File: config.mk
export PLATFORM = sky130hd
export DESIGN_NAME = dmem_arbiter_flat
export DESIGN_NICKNAME = d
export VERILOG_FILES = /design/src/rtl/dmem_arbiter_if.sv /design/src/rtl/dmem_arbiter.sv /design/src/flat_wrapper.sv
export SDC_FILE = /design/constraint.sdc
export NUM_CORES = 1
export LEC_CHECK = 0
export ABC_AREA = 1
export CELL_PAD_IN_SITES_DETAIL_PLACEMENT = 1
export CELL_PAD_IN_SITES_GLOBAL_PLACEMENT = 1
export CORE_AREA = 2 2 170 89
export CTS_CLUSTER_DIAMETER = 100
export CTS_CLUSTER_SIZE = 10
export DETAILED_ROUTE_END_ITERATION = 10
export DIE_AREA = 0 0 172 91
export DONT_BUFFER_PORTS = 1
export GPL_ROUTABILITY_DRIVEN = 0
export PLACE_DENSITY = 0.73
export SLEW_MARGIN = 5
export SYNTH_ARGS = -nofsm -noshare
export SYNTH_HDL_FRONTEND = slang
export SYNTH_SLANG_ARGS = --single-unit
File: constraint.sdc
create_clock -name clk_i -period 3.92 [get_ports clk_i]
set_input_delay 0.588 -clock clk_i [delete_from_list [all_inputs] [get_ports clk_i]]
set_output_delay 0.588 -clock clk_i [all_outputs]
set_load 0.05 [all_outputs]
File: src/rtl/dmem_arbiter_if.sv
// Bus bundle between the two requesters, the data memory and dmem_arbiter.
// The slave modport is the arbiter's view; master is the requester/memory side.
interface dmem_arbiter_if #(
  parameter int unsigned ADDR_W = 32,
  parameter int unsigned DATA_W = 32
);
  logic              m0_req_i;
  logic              m0_we_i;
  logic [ADDR_W-1:0] m0_addr_i;
  logic [DATA_W-1:0] m0_wdata_i;
  logic              m0_gnt_o;
  logic              m0_done_o;
  logic              m0_err_o;
  logic [DATA_W-1:0] m0_rdata_o;

  logic              m1_req_i;
  logic              m1_we_i;
  logic [ADDR_W-1:0] m1_addr_i;
  logic [DATA_W-1:0] m1_wdata_i;
  logic              m1_gnt_o;
  logic              m1_done_o;
  logic              m1_err_o;
  logic [DATA_W-1:0] m1_rdata_o;

  logic              mem_en_o;
  logic              mem_we_o;
  logic [ADDR_W-1:0] mem_addr_o;
  logic [DATA_W-1:0] mem_wdata_o;
  logic [DATA_W-1:0] mem_rdata_i;

  logic              cpu_stall_o;

  modport slave (
    input  m0_req_i, m0_we_i, m0_addr_i, m0_wdata_i,
    output m0_gnt_o, m0_done_o, m0_err_o, m0_rdata_o,
    input  m1_req_i, m1_we_i, m1_addr_i, m1_wdata_i,
    output m1_gnt_o, m1_done_o, m1_err_o, m1_rdata_o,
    output mem_en_o, mem_we_o, mem_addr_o, mem_wdata_o,
    input  mem_rdata_i,
    output cpu_stall_o
  );

  modport master (
    output m0_req_i, m0_we_i, m0_addr_i, m0_wdata_i,
    input  m0_gnt_o, m0_done_o, m0_err_o, m0_rdata_o,
    output m1_req_i, m1_we_i, m1_addr_i, m1_wdata_i,
    input  m1_gnt_o, m1_done_o, m1_err_o, m1_rdata_o,
    input  mem_en_o, mem_we_o, mem_addr_o, mem_wdata_o,
    output mem_rdata_i,
    input  cpu_stall_o
  );
endinterface

File: src/rtl/dmem_arbiter.sv
// Two-port data memory arbiter: round-robin or fixed-priority grant, per-access
// issue/wait/response sequencing, alignment and range checking, CPU stall.
module dmem_arbiter #(
  parameter int unsigned ADDR_W     = 32,
  parameter int unsigned DATA_W     = 32,
  parameter int unsigned MEM_BYTES  = 128,
  parameter int unsigned MEM_LAT    = 0,
  parameter int unsigned FIXED_PRIO = 0
) (
  input  logic          clk_i,
  input  logic          rst_i,
  dmem_arbiter_if.slave bus
);
  localparam int unsigned       CNT_W   = (MEM_LAT > 0) ? $clog2(MEM_LAT + 1) : 1;
  localparam logic [ADDR_W-1:0] MEM_TOP = ADDR_W'(MEM_BYTES);

  typedef enum logic [1:0] {
    S_IDLE  = 2'd0,
    S_ISSUE = 2'd1,
    S_WAIT  = 2'd2,
    S_RESP  = 2'd3
  } state_e;

  state_e            state_q, state_d;
  logic              last_q, last_d;
  logic              win_q, win_d;
  logic              we_q, we_d;
  logic              err_q, err_d;
  logic [CNT_W-1:0]  cnt_q, cnt_d;
  logic [1:0]        gnt_q, gnt_d;
  logic [1:0]        done_q, done_d;
  logic [1:0]        rerr_q, rerr_d;
  logic              mem_en_q, mem_en_d;
  logic              mem_we_q, mem_we_d;
  logic [ADDR_W-1:0] mem_addr_q, mem_addr_d;
  logic [DATA_W-1:0] mem_wdata_q, mem_wdata_d;
  logic [DATA_W-1:0] rdata0_q, rdata0_d;
  logic [DATA_W-1:0] rdata1_q, rdata1_d;

  logic              sel;
  logic              sel_we;
  logic [ADDR_W-1:0] sel_addr;
  logic [DATA_W-1:0] sel_wdata;
  logic              sel_ok;
  logic              fin;

  // Winner selection and access check on the candidate's live inputs
  always_comb begin
    if (bus.m0_req_i && bus.m1_req_i) begin
      sel = (FIXED_PRIO != 0) ? 1'b0 : ~last_q;
    end else begin
      sel = ~bus.m0_req_i;
    end
    sel_we    = sel ? bus.m1_we_i    : bus.m0_we_i;
    sel_addr  = sel ? bus.m1_addr_i  : bus.m0_addr_i;
    sel_wdata = sel ? bus.m1_wdata_i : bus.m0_wdata_i;
    sel_ok    = (sel_addr[1:0] == 2'b00) && (sel_addr < MEM_TOP);
  end

  // Next state; output pulses are precomputed so they appear registered in their state
  always_comb begin
    state_d     = state_q;
    last_d      = last_q;
    win_d       = win_q;
    we_d        = we_q;
    err_d       = err_q;
    cnt_d       = cnt_q;
    gnt_d       = 2'b00;
    done_d      = 2'b00;
    rerr_d      = 2'b00;
    mem_en_d    = 1'b0;
    mem_we_d    = 1'b0;
    mem_addr_d  = mem_addr_q;
    mem_wdata_d = mem_wdata_q;
    rdata0_d    = rdata0_q;
    rdata1_d    = rdata1_q;
    fin         = 1'b0;

    case (state_q)
      S_IDLE: begin
        if (bus.m0_req_i || bus.m1_req_i) begin
          state_d     = S_ISSUE;
          win_d       = sel;
          last_d      = sel;
          we_d        = sel_we;
          err_d       = ~sel_ok;
          gnt_d       = {sel, ~sel};
          mem_en_d    = sel_ok;
          mem_we_d    = sel_ok & sel_we;
          mem_addr_d  = sel_addr;
          mem_wdata_d = sel_wdata;
        end
      end
      S_ISSUE: begin
        if (err_q || we_q || (MEM_LAT == 0)) begin
          fin = 1'b1;
        end else begin
          state_d = S_WAIT;
          cnt_d   = CNT_W'(MEM_LAT);
        end
      end
      S_WAIT: begin
        if (cnt_q == CNT_W'(1)) begin
          fin = 1'b1;
        end else begin
          cnt_d = cnt_q - CNT_W'(1);
        end
      end
      S_RESP: begin
        state_d = S_IDLE;
      end
      default: begin
        state_d = S_IDLE;
      end
    endcase

    if (fin) begin
      state_d = S_RESP;
      done_d  = {win_q, ~win_q};
      rerr_d  = {win_q & err_q, ~win_q & err_q};
      if (!err_q && !we_q) begin
        if (win_q) begin
          rdata1_d = bus.mem_rdata_i;
        end else begin
          rdata0_d = bus.mem_rdata_i;
        end
      end
    end
  end

  // State and output registers; reset leaves port 0 winning the first tie
  always_ff @(posedge clk_i) begin
    if (rst_i) begin
      state_q     <= S_IDLE;
      last_q      <= 1'b1;
      win_q       <= 1'b0;
      we_q        <= 1'b0;
      err_q       <= 1'b0;
      cnt_q       <= '0;
      gnt_q       <= 2'b00;
      done_q      <= 2'b00;
      rerr_q      <= 2'b00;
      mem_en_q    <= 1'b0;
      mem_we_q    <= 1'b0;
      mem_addr_q  <= '0;
      mem_wdata_q <= '0;
      rdata0_q    <= '0;
      rdata1_q    <= '0;
    end else begin
      state_q     <= state_d;
      last_q      <= last_d;
      win_q       <= win_d;
      we_q        <= we_d;
      err_q       <= err_d;
      cnt_q       <= cnt_d;
      gnt_q       <= gnt_d;
      done_q      <= done_d;
      rerr_q      <= rerr_d;
      mem_en_q    <= mem_en_d;
      mem_we_q    <= mem_we_d;
      mem_addr_q  <= mem_addr_d;
      mem_wdata_q <= mem_wdata_d;
      rdata0_q    <= rdata0_d;
      rdata1_q    <= rdata1_d;
    end
  end

  assign bus.m0_gnt_o    = gnt_q[0];
  assign bus.m1_gnt_o    = gnt_q[1];
  assign bus.m0_done_o   = done_q[0];
  assign bus.m1_done_o   = done_q[1];
  assign bus.m0_err_o    = rerr_q[0];
  assign bus.m1_err_o    = rerr_q[1];
  assign bus.m0_rdata_o  = rdata0_q;
  assign bus.m1_rdata_o  = rdata1_q;
  assign bus.mem_en_o    = mem_en_q;
  assign bus.mem_we_o    = mem_we_q;
  assign bus.mem_addr_o  = mem_addr_q;
  assign bus.mem_wdata_o = mem_wdata_q;
  assign bus.cpu_stall_o = bus.m0_req_i & ~done_q[0];

endmodule

File: src/flat_wrapper.sv
// flat-port wrapper written by rule: the top's interface ports become plain ports
module dmem_arbiter_flat 
#(
  parameter int unsigned ADDR_W     = 32,
  parameter int unsigned DATA_W     = 32,
  parameter int unsigned MEM_BYTES  = 128,
  parameter int unsigned MEM_LAT    = 0,
  parameter int unsigned FIXED_PRIO = 0
)
  (clk_i, rst_i, bus_m0_req_i, bus_m0_we_i, bus_m0_addr_i, bus_m0_wdata_i, bus_m0_gnt_o, bus_m0_done_o, bus_m0_err_o, bus_m0_rdata_o, bus_m1_req_i, bus_m1_we_i, bus_m1_addr_i, bus_m1_wdata_i, bus_m1_gnt_o, bus_m1_done_o, bus_m1_err_o, bus_m1_rdata_o, bus_mem_en_o, bus_mem_we_o, bus_mem_addr_o, bus_mem_wdata_o, bus_mem_rdata_i, bus_cpu_stall_o);
  dmem_arbiter_if #(.ADDR_W(ADDR_W), .DATA_W(DATA_W)) bus_i ();
  input  logic clk_i;
  input  logic rst_i;
  input wire logic [$bits(bus_i.m0_req_i)-1:0] bus_m0_req_i;
  input wire logic [$bits(bus_i.m0_we_i)-1:0] bus_m0_we_i;
  input wire logic [$bits(bus_i.m0_addr_i)-1:0] bus_m0_addr_i;
  input wire logic [$bits(bus_i.m0_wdata_i)-1:0] bus_m0_wdata_i;
  output wire logic [$bits(bus_i.m0_gnt_o)-1:0] bus_m0_gnt_o;
  output wire logic [$bits(bus_i.m0_done_o)-1:0] bus_m0_done_o;
  output wire logic [$bits(bus_i.m0_err_o)-1:0] bus_m0_err_o;
  output wire logic [$bits(bus_i.m0_rdata_o)-1:0] bus_m0_rdata_o;
  input wire logic [$bits(bus_i.m1_req_i)-1:0] bus_m1_req_i;
  input wire logic [$bits(bus_i.m1_we_i)-1:0] bus_m1_we_i;
  input wire logic [$bits(bus_i.m1_addr_i)-1:0] bus_m1_addr_i;
  input wire logic [$bits(bus_i.m1_wdata_i)-1:0] bus_m1_wdata_i;
  output wire logic [$bits(bus_i.m1_gnt_o)-1:0] bus_m1_gnt_o;
  output wire logic [$bits(bus_i.m1_done_o)-1:0] bus_m1_done_o;
  output wire logic [$bits(bus_i.m1_err_o)-1:0] bus_m1_err_o;
  output wire logic [$bits(bus_i.m1_rdata_o)-1:0] bus_m1_rdata_o;
  output wire logic [$bits(bus_i.mem_en_o)-1:0] bus_mem_en_o;
  output wire logic [$bits(bus_i.mem_we_o)-1:0] bus_mem_we_o;
  output wire logic [$bits(bus_i.mem_addr_o)-1:0] bus_mem_addr_o;
  output wire logic [$bits(bus_i.mem_wdata_o)-1:0] bus_mem_wdata_o;
  input wire logic [$bits(bus_i.mem_rdata_i)-1:0] bus_mem_rdata_i;
  output wire logic [$bits(bus_i.cpu_stall_o)-1:0] bus_cpu_stall_o;
  assign bus_i.m0_req_i = bus_m0_req_i;
  assign bus_i.m0_we_i = bus_m0_we_i;
  assign bus_i.m0_addr_i = bus_m0_addr_i;
  assign bus_i.m0_wdata_i = bus_m0_wdata_i;
  assign bus_m0_gnt_o = bus_i.m0_gnt_o;
  assign bus_m0_done_o = bus_i.m0_done_o;
  assign bus_m0_err_o = bus_i.m0_err_o;
  assign bus_m0_rdata_o = bus_i.m0_rdata_o;
  assign bus_i.m1_req_i = bus_m1_req_i;
  assign bus_i.m1_we_i = bus_m1_we_i;
  assign bus_i.m1_addr_i = bus_m1_addr_i;
  assign bus_i.m1_wdata_i = bus_m1_wdata_i;
  assign bus_m1_gnt_o = bus_i.m1_gnt_o;
  assign bus_m1_done_o = bus_i.m1_done_o;
  assign bus_m1_err_o = bus_i.m1_err_o;
  assign bus_m1_rdata_o = bus_i.m1_rdata_o;
  assign bus_mem_en_o = bus_i.mem_en_o;
  assign bus_mem_we_o = bus_i.mem_we_o;
  assign bus_mem_addr_o = bus_i.mem_addr_o;
  assign bus_mem_wdata_o = bus_i.mem_wdata_o;
  assign bus_i.mem_rdata_i = bus_mem_rdata_i;
  assign bus_cpu_stall_o = bus_i.cpu_stall_o;
  dmem_arbiter #(.ADDR_W(ADDR_W), .DATA_W(DATA_W), .MEM_BYTES(MEM_BYTES), .MEM_LAT(MEM_LAT), .FIXED_PRIO(FIXED_PRIO)) u_core (.clk_i(clk_i), .rst_i(rst_i), .bus(bus_i));
endmodule
# After elaboration in Yosys (flattened, before gate mapping)
# Index checks and enable logic that the tools add are counted.
[word_totals]
regBits = 143
input_bits = 166
out_inout_bits = 137
elab_cells = 59
[op_classes]
n_addsub = 1
n_lt_le_gt_ge = 1
n_eq_ne = 4
n_mux = 10
bitwise_logic = 13
reduce_logical = 15
[ops]
columns = ["op", "count"]
rows = [
  ["$mux 32", 2],
  ["$lt 32x8->1 const B", 1],
  ["$not 1->1", 9],
  ["$reduce_and 3->1", 2],
  ["$and 1x1->1", 4],
  ["$eq 2x2->1 const B", 2],
  ["$logic_not 2->1", 2],
  ["$mux 1", 4],
  ["$mux 2", 2],
  ["$pmux 2 s2", 1],
  ["$reduce_and 2->1", 2],
  ["$logic_and 1x1->1", 3],
  ["$ne 3x1->1 const B", 1],
  ["$reduce_bool 3->1", 1],
  ["$reduce_or 3->1", 1],
  ["$eq 2x1->1 const B", 1],
  ["$logic_not 1->1", 2],
  ["$pmux 1 s2", 1],
  ["$reduce_or 2->1", 1],
  ["$logic_or 1x1->1", 1],
  ["$sub 1x1->1 const B", 1],
]

# Logic depth before layout (Yosys ltp)
# Gate-level depths: netlist of run 1.
[logic_depth]
depth_word = 6
mapped_depth = 12
depth_no_buf = 11

# Least setup slack after synthesis of run 1
# No wires, ideal clock.
[synth_path]
kind = "input port to output port"
startpoint = "input port bus_m0_req_i"
endpoint = "output port bus_cpu_stall_o"
t_arrival_ns = 1.256
required_ns = 3.332
setup_slack_ns = 2.076
cell_stages = 2
path_buffers = 0
path_cell_list = "inv_2 -> nor2_1"
[synth_between]
elab_chain_cells = 1
[synth_lines]
columns = ["item", "line", "source"]
rows = [
  ["from (decl)", "flat_wrapper.sv:14", "input wire logic [$bits(bus_i.m0_req_i)-1:0] bus_m0_req_i;"],
  ["$and 1x1->1", "dmem_arbiter.sv:180", "assign bus.cpu_stall_o = bus.m0_req_i & ~done_q[0];"],
  ["to (decl)", "flat_wrapper.sv:35", "output wire logic [$bits(bus_i.cpu_stall_o)-1:0] bus_cpu_stall_o;"],
]
# Every way passes these cells.

# Worst setup path after layout of run 1
[layout_path]
startpoint = "register u_core.state_q[0]"
endpoint = "register u_core.mem_wdata_q[2] (netlist: u_core.bus.mem_wdata_o[2])"
[layout_between]
elab_chain_cells = 2
[layout_lines]
columns = ["item", "line", "source"]
rows = [
  ["from (decl)", "dmem_arbiter.sv:24", "state_e state_q, state_d;"],
  ["from (signal assigned)", "dmem_arbiter.sv:150", "state_q <= state_d;"],
  ["$logic_not 2->1", "dmem_arbiter.sv:79", "case (state_q)"],
  ["$reduce_and 2->1 (no line)", "--", ""],
  ["to (signal assigned)", "dmem_arbiter.sv:162", "mem_wdata_q <= mem_wdata_d;"],
  ["to (decl)", "dmem_arbiter.sv:36", "logic [DATA_W-1:0] mem_wdata_q, mem_wdata_d;"],
]
# Every way passes these cells.
# A chain may end at the register's enable or synchronous reset.

==> results of run 1 <==
state kept, by name, summed over array words and instances, names as in the netlist:
| name | count |
|---|---|
| u_core.cnt_q | 1 |
| u_core.bus.mem_addr_o | 32 |
| u_core.bus.m1_rdata_o | 32 |
| u_core.state_q | 2 |
| u_core.bus.mem_en_o | 1 |
| u_core.bus.m0_rdata_o | 32 |
| u_core.last_q | 1 |
| u_core.done_q | 2 |
| u_core.err_q | 1 |
| u_core.win_q | 1 |
| u_core.bus.mem_we_o | 1 |
| u_core.gnt_q | 2 |
| u_core.we_q | 1 |
| u_core.rerr_q | 2 |
| u_core.bus.mem_wdata_o | 32 |
area by class of cell:
| class | instances | area [um^2] |
|---|---|---|
| timing repair buffer | 5 | 37.5 |
| sequential | 143 | 2860 |
| clock buffer | 18 | 429 |
| fill | 1741 | 7850 |
| tap | 198 | 248 |
| inverter | 74 | 278 |
| clock inverter | 14 | 201 |
| multi-input combinational | 463 | 2210 |
cell usage in the layout, fill, tap and decap left out, types with 2 or more instances in the layout:
cell type | netlist | layout
a21oi_1 | 36 | 36
a22o_1 | 4 | 4
a22oi_1 | 36 | 36
buf_4 | 7 | 5
bufinv_16 | 0 | 4
clkbuf_16 | 0 | 17
clkinv_4 | 0 | 2
clkinvlp_4 | 0 | 2
dfxtp_1 | 143 | 143
ha_1 | 4 | 4
inv_1 | 71 | 71
inv_2 | 3 | 3
inv_6 | 0 | 5
nand2_1 | 177 | 177
nand3_1 | 5 | 5
nand3b_1 | 18 | 18
nand4_1 | 2 | 2
nor2_1 | 81 | 80
nor3_1 | 2 | 2
o21ai_0 | 89 | 89
o21ai_1 | 2 | 2
how the worst max path moves through the flow:
| stage | startpoint | to | slack, ps | cells past startpoint |
|---|---|---|---|---|
| final | u_core.state_q[0]$_SDFFE_PP0P_ | u_core.bus.mem_wdata_o[2]$_SDFFE_PP0P_ | 1410 | 8 |
| after global routing | u_core.state_q[0]$_SDFFE_PP0P_ | u_core.bus.m0_rdata_o[10]$_SDFFE_PP0P_ | 1120 | 8 |
| after CTS | u_core.state_q[0]$_SDFFE_PP0P_ | u_core.bus.m0_rdata_o[22]$_SDFFE_PP0P_ | 1370 | 8 |
| after detailed placement | bus_m1_req_i | u_core.bus.mem_we_o$_SDFF_PP0_ | 1360 | 10 |
| after global placement | bus_m1_req_i | u_core.bus.mem_we_o$_SDFF_PP0_ | 1440 | 10 |
| after floorplan | bus_m0_req_i | bus_cpu_stall_o | 2080 | 2 |
stage by stage:
stage,hold slack [ps],cells,total power [uW]
2_1_floorplan,427,723,2680
3_3_place_gp,452,883,2800
3_5_place_dp,484,883,2840
4_1_cts,239,915,4580
5_1_grt,240,915,4740
6_report,259,915,4540
power breakdown:
| part | leakage [uW] | switching [uW] | internal, uW | total [uW] |
|---|---|---|---|---|
| logic | 0.00118 | 298 | 144 | 442 |
| registers | 0.00117 | 723 | 1630 | 2360 |
| clock network | 0.000302 | 663 | 1080 | 1740 |
cell families after synthesis:
| logic type | synth area share [%] |
|---|---|
| and+or+nand+nor | 20.8 |
| AOI/OAI and AO/OA | 17.7 |
| DFF | 51.6 |
| buffers and inverters | 8.77 |
| adders and majority gates | 0.902 |
| muxes | 0.180 |
per-layer routing:
layer,track usage [%],vias up
met4,4.83,0
met5,0,-
li1,-,2294
met1,26.5,2221
met2,36.5,170
met3,8.94,11
worst max-delay path: cells and delay by family (launching register included):
kind,cells,cell delay [ps]
flops,1,390
compound gates,2,450
buf+inv,3,840
fa+ha+maj,1,240
simple gates,2,540
==> out/results.ini, run 1 <==
[cts]
cts_made_buffers=17
clk_pin_slew_ps=60
clockRootBuffer=clkbuf_16
post_cts_buffers=0
cts_tree=built
hold_buffers=0
htreeDepth=4
cts.sinks=143
clock_latency_ps=410
postCtsResizedCells=0
clockBufferDepth=2

[synthesis]
syn_nets=893
yosysWarnings=0
synthFlopType=dfxtp_1
async_flop_share_pct=0
synth_edf_count=0
syn_inst=723
ys_types=26
post-synth-top-count-cell=nand2_1
synth-seq-cells=143
avgSynthCellArea_um2=7.68
synth.area.top_cells=dfxtp_1 (52%), nand2_1 (12%), o21ai_0 (8.0%), nor2_1 (5.5%), a22oi_1 (4.9%)
synth_top_cell_area_share_pct=51.6
synth.largest_area_cell=dfxtp_1
synth-seq-area-share_pct=51.6
syn_area_mm2=0.00555
synthTopCellsByCount=nand2_1 (177), dfxtp_1 (143), o21ai_0 (89)

[global_route]
grt_use_total_pct=21.9
grt_pass1_vias=4824
overflow=0
antenna_found_initial=0
grt_first_pass_wirelength_um=26600
grt_start_max_net_pins=65

[die]
start_util_pct=39.3
rows=31
die_area_mm2=0.0157
pin_count=303
dieHeight_um=91
core_area_mm2=0.0141
die_x_um=172

[detailed_routing]
top_layer_used=met4
drt_drc_violations_left=0
wl_met3_um=1580
wl_met2_um=8110
wirelength_um=17200
first_pass_iters=4
ant_nets=0
drtIter0Drc=199
routed_via_density=5.13
wl_met1_um=7360
wire_per_inst_um=18.8
vias=4696

[min_path]
whs_endpoint=u_core.cnt_q$_SDFFE_PP0N_
holdPathStages=1
hold_path_class=input port to register
hold_path_startpoint=rst_i

[worst_setup_path]
cp_slowest_cell=buf_4
start_kind=register
required_ps=4270
crit_top_cell=inv_1
crit_path_max_incr_delay_ps=540
worstPathArrival_ps=2860
crit_fanout=48
r2r-start=u_core.state_q[0]$_SDFFE_PP0P_
ff2ff_setup_slack_ps=1410
reg2reg_depth=8
timing.rr.end=u_core.bus.mem_wdata_o[2]$_SDFFE_PP0P_
critical_path_class=register to register
endpoint_kind=register
cp_cell_sequence=inv_1, ha_1, o21ai_1, inv_1, nor2_4, buf_4, a22oi_1, nand2_1

[pwr]
max-vdd-ir-drop_uv=261
leakage_uw=0.00265
p_per_area_mw_per_mm2=724

[timing]
setup_tns_ps=0
post-route-period-util_pct=64.1
fmax_mhz=398
slew_violations=0
skew_ps=14.6
slew_headroom_pct=28.2
layout_min_cycle_time_ps=2510
setup_ws_ps=1410
setup_violations=0
tightest_slew_ps=1080
rsz0062_at_grt=false
hold_viol=0

[layout]
fin_area_mm2=0.00627
antennaDiodeCount=0
syn_to_final_growth_pct=12.9
drive_above_1_share_pct=6.00
final_util_pct=44.4
final_nets=874

[place]
dp_slack_ps=1360
port_buffers=0
place_area_mm2=0.00564
dpl.hpwl_um=12900

[run_status]
status=finished clean

[run]
drv_cap=0

Power figures use the tool's default switching activity.
==> inputs of run 2 (changes only) <==
- ABC_AREA: 1 -> 0
- CORE_AREA: 2 2 170 89 -> 2 2 172 90
- DIE_AREA: 0 0 172 91 -> 0 0 174 92
- PLACE_DENSITY: 0.73 -> 0.72
- clock period: 3.92 -> 2.4 ns (I/O delays scaled with it)
==> run 2 against run 1 <==
Global-route usage increased by 0.17 points. Maximum frequency grew 26%. Worst setup slack worse by 1000 ps. Via count rose by 7.8%. Critical endpoint is now u_core.bus.m0_rdata_o[30]$_SDFFE_PP0P_. Clock power is 45% higher.
==> out/results.ini, run 2 <==
[place]
dpl.hpwl_um=13100  ; +2.3%
dp_slack_ps=415  ; -945 ps
port_buffers=0  ; unchanged

[timing]
setup_violations=0  ; unchanged
setup_ws_ps=402  ; -1000 ps
layout_min_cycle_time_ps=2000  ; -517 ps
fmax_mhz=501  ; +26%
tightest_slew_ps=608  ; -468 ps
post-route-period-util_pct=83.2  ; +19 points
setup_tns_ps=0  ; unchanged
hold_slack_ps=37.0  ; -222 ps
hold_viol=0  ; unchanged
slew_headroom_pct=59.4  ; +31 points
rsz0062_at_grt=false
skew_ps=15.6  ; +1.02 ps
slew_violations=0  ; unchanged

[layout]
final_common_cell=nand2_1
final_cell_mix=nand2_1 (258), dfxtp_1 (143), nor2_1 (77)
drive_above_1_share_pct=7.65  ; +1.7 points
antennaDiodeCount=0  ; unchanged
final_nets=863  ; -1.3%
syn_to_final_growth_pct=13.0  ; about the same

[worst_setup_path]
r2r-start=u_core.state_q[1]$_SDFFE_PP0P_
reg2reg_depth=7  ; -1
ff2ff_setup_slack_ps=400  ; -1000 ps
start_kind=register
critical_path_class=register to register
crit_end=u_core.bus.m0_rdata_o[30]$_SDFFE_PP0P_
required_ps=2680  ; -1590 ps
timing.rr.end=u_core.bus.m0_rdata_o[30]$_SDFFE_PP0P_
worstPathArrival_ps=2280  ; -580 ps
cp-startpoint=u_core.state_q[1]$_SDFFE_PP0P_
crit_fanout=32  ; -33%
endpoint_kind=register

[cts]
htreeDepth=4  ; unchanged
cts.sinks=143  ; unchanged
clock_latency_ps=410  ; about the same
cts_tree=built
hold_buffers=0  ; unchanged
clk_pin_slew_ps=60  ; about the same
clockRootBuffer=clkbuf_16
clockBufferDepth=2  ; unchanged
postCtsResizedCells=0  ; unchanged
post_cts_buffers=0  ; unchanged
cts_made_buffers=17  ; unchanged

[global_route]
antenna_found_initial=0  ; unchanged
grt_first_pass_wirelength_um=28100  ; +5.3%
gr-usage-met1_pct=27.0  ; +0.55 points
grt_use_total_pct=22.0  ; +0.17 points
met2_usage_pct=36.6  ; +0.14 points
grt_pass1_vias=5178  ; +7.3%
use_met3_pct=8.17  ; -0.77 points
grt_start_max_net_pins=139  ; +110%
overflow=0  ; unchanged
globalRoute.busiestLayer=met2

[detailed_routing]
drt_drc_violations_left=0  ; unchanged
wirelength_um=18100  ; +5.2%
drtIter0Drc=271  ; +36%
ant_nets=0  ; unchanged
wire_per_inst_um=19.8  ; +5.8%
routed_via_density=5.56  ; +8.4%
vias=5064  ; +7.8%
first_pass_iters=5  ; +1

[run]
drv_cap=0  ; unchanged

[synthesis]
synthFlopType=dfxtp_1
syn_nets=891  ; -0.22%
synth_top_family_by_area=simple AND/OR/NAND/NOR gates
synth_xor_area_share_pct=0  ; unchanged
post-synth-top-count-cell=nand2_1
syn_inst=721  ; -0.28%
synth.largest_area_cell=dfxtp_1
synth-seq-cells=143  ; unchanged
yosysWarnings=0  ; unchanged
synthSimpleGateAreaFrac_pct=26.4  ; +5.6 points
synth_adder_area_share_pct=0.886  ; -0.016 points
synth.area.top_cells=dfxtp_1 (51%), nand2_1 (17%), a311oi_1 (9.9%), a21oi_1 (5.9%), nor2_1 (5.1%)
async_flop_share_pct=0  ; unchanged
ys_types=36  ; +38%
syn_area_mm2=0.00565  ; +1.8%
synth_edf_count=0  ; unchanged
synthTopCellsByCount=nand2_1 (259), dfxtp_1 (143), nor2_1 (77)
synth_compound_area_share_pct=17.6  ; -0.11 points
synth.area.mux_share_pct=0.177  ; -0.0032 points
avgSynthCellArea_um2=7.84  ; +2.1%
synth-seq-area-share_pct=50.7  ; -0.91 points
synth_top_cell_area_share_pct=50.7  ; -0.91 points

[die]
core_area_mm2=0.0147  ; +4.4%
start_util_pct=38.4  ; -0.96 points
rows=32  ; +3.2%
pin_count=303  ; unchanged
die_area_mm2=0.0160  ; +2.3%
die_x_um=174  ; +1.2%
dieHeight_um=92  ; +1.1%

[pwr]
p_per_area_mw_per_mm2=1110  ; +54%
leakage_uw=0.00228  ; -14%
max-vdd-ir-drop_uv=425  ; +63%

[run_status]
status=finished clean

[min_path]
hold_path_class=input port to register

## run 2: cell count changes in the layout (fill, tap and decap cells not counted), sizes merged, moves of 6 or more
cell / change
a21oi: +30
a22oi: -36
a311oi: +64
buf: +7
inv: -69
nand2: +82
nand3b: -18
nor3: +6
nor4: +8
o21ai: -89
## run 2: layout make-up
class | instances | area (um^2)
repair buffers | 12 | 128
flip-flops and latches | 143 | 2860
fillers | 1794 | 8350
multi-input cells | 517 | 2570
clock buffers | 18 | 439
inverters | 2 | 7.51
well taps | 204 | 255
clock inverters | 14 | 123
## run 2: stage by stage
step	instances	util, %	total power [uW]	instance area [um^2]
final	910	43.3	7110	6380
after detailed placement	878	39.5	4660	5820
after global placement	878	39.5	4580	5820
after global routing	910	43.3	7440	6380
after CTS	910	43.3	7190	6380
after floorplan	721	-	4390	5650
## run 2: routing by layer
| metal | share of wire [%] | wire length (um) | vias to the layer above |
|---|---|---|---|
| met5 | 0 | 0 | - |
| met4 | 0.76 | 138 | 0 |
| met3 | 8.7 | 1580 | 16 |
| met2 | 47 | 8510 | 190 |
| met1 | 43 | 7830 | 2461 |
| li1 | - | - | 2397 |
## run 2: critical path, cell delays in order, from the launching register on
cell	delay (ps)
dfxtp_1	390
inv_1	90
ha_1	330
nand2_1	160
or4_1	440
buf_4	270
nand2_1	120
a21oi_1	70
## run 2: cell families after synthesis
group,count (synthesis)
muxes,1
AOI/OAI and AO/OA,141
and+or+nand+nor,371
DFF,143
buffers and inverters,61
adders and majority gates,4
## run 2: how the worst min path moves through the flow
| stage | slack (ps) | end | start | cells past startpoint |
|---|---|---|---|---|
| finish | 40 | u_core.bus.mem_addr_o[27]$_SDFFE_PP0P_ | rst_i | 1 |
| global placement | 440 | u_core.bus.mem_wdata_o[1]$_SDFFE_PP0P_ | rst_i | 1 |
| CTS | 10 | u_core.bus.m0_rdata_o[12]$_SDFFE_PP0P_ | rst_i | 1 |
| global route | 0.8 | u_core.bus.m0_rdata_o[10]$_SDFFE_PP0P_ | rst_i | 1 |
| detailed placement | 450 | u_core.bus.mem_wdata_o[1]$_SDFFE_PP0P_ | rst_i | 1 |
| floorplan | 440 | u_core.cnt_q$_SDFFE_PP0N_ | u_core.cnt_q$_SDFFE_PP0N_ | 2 |
## run 2: power by group
group,switching [uW],internal (uW)
clock,1130,1390
sequential,1090,2640
combinational,537,319
total,2760,4350
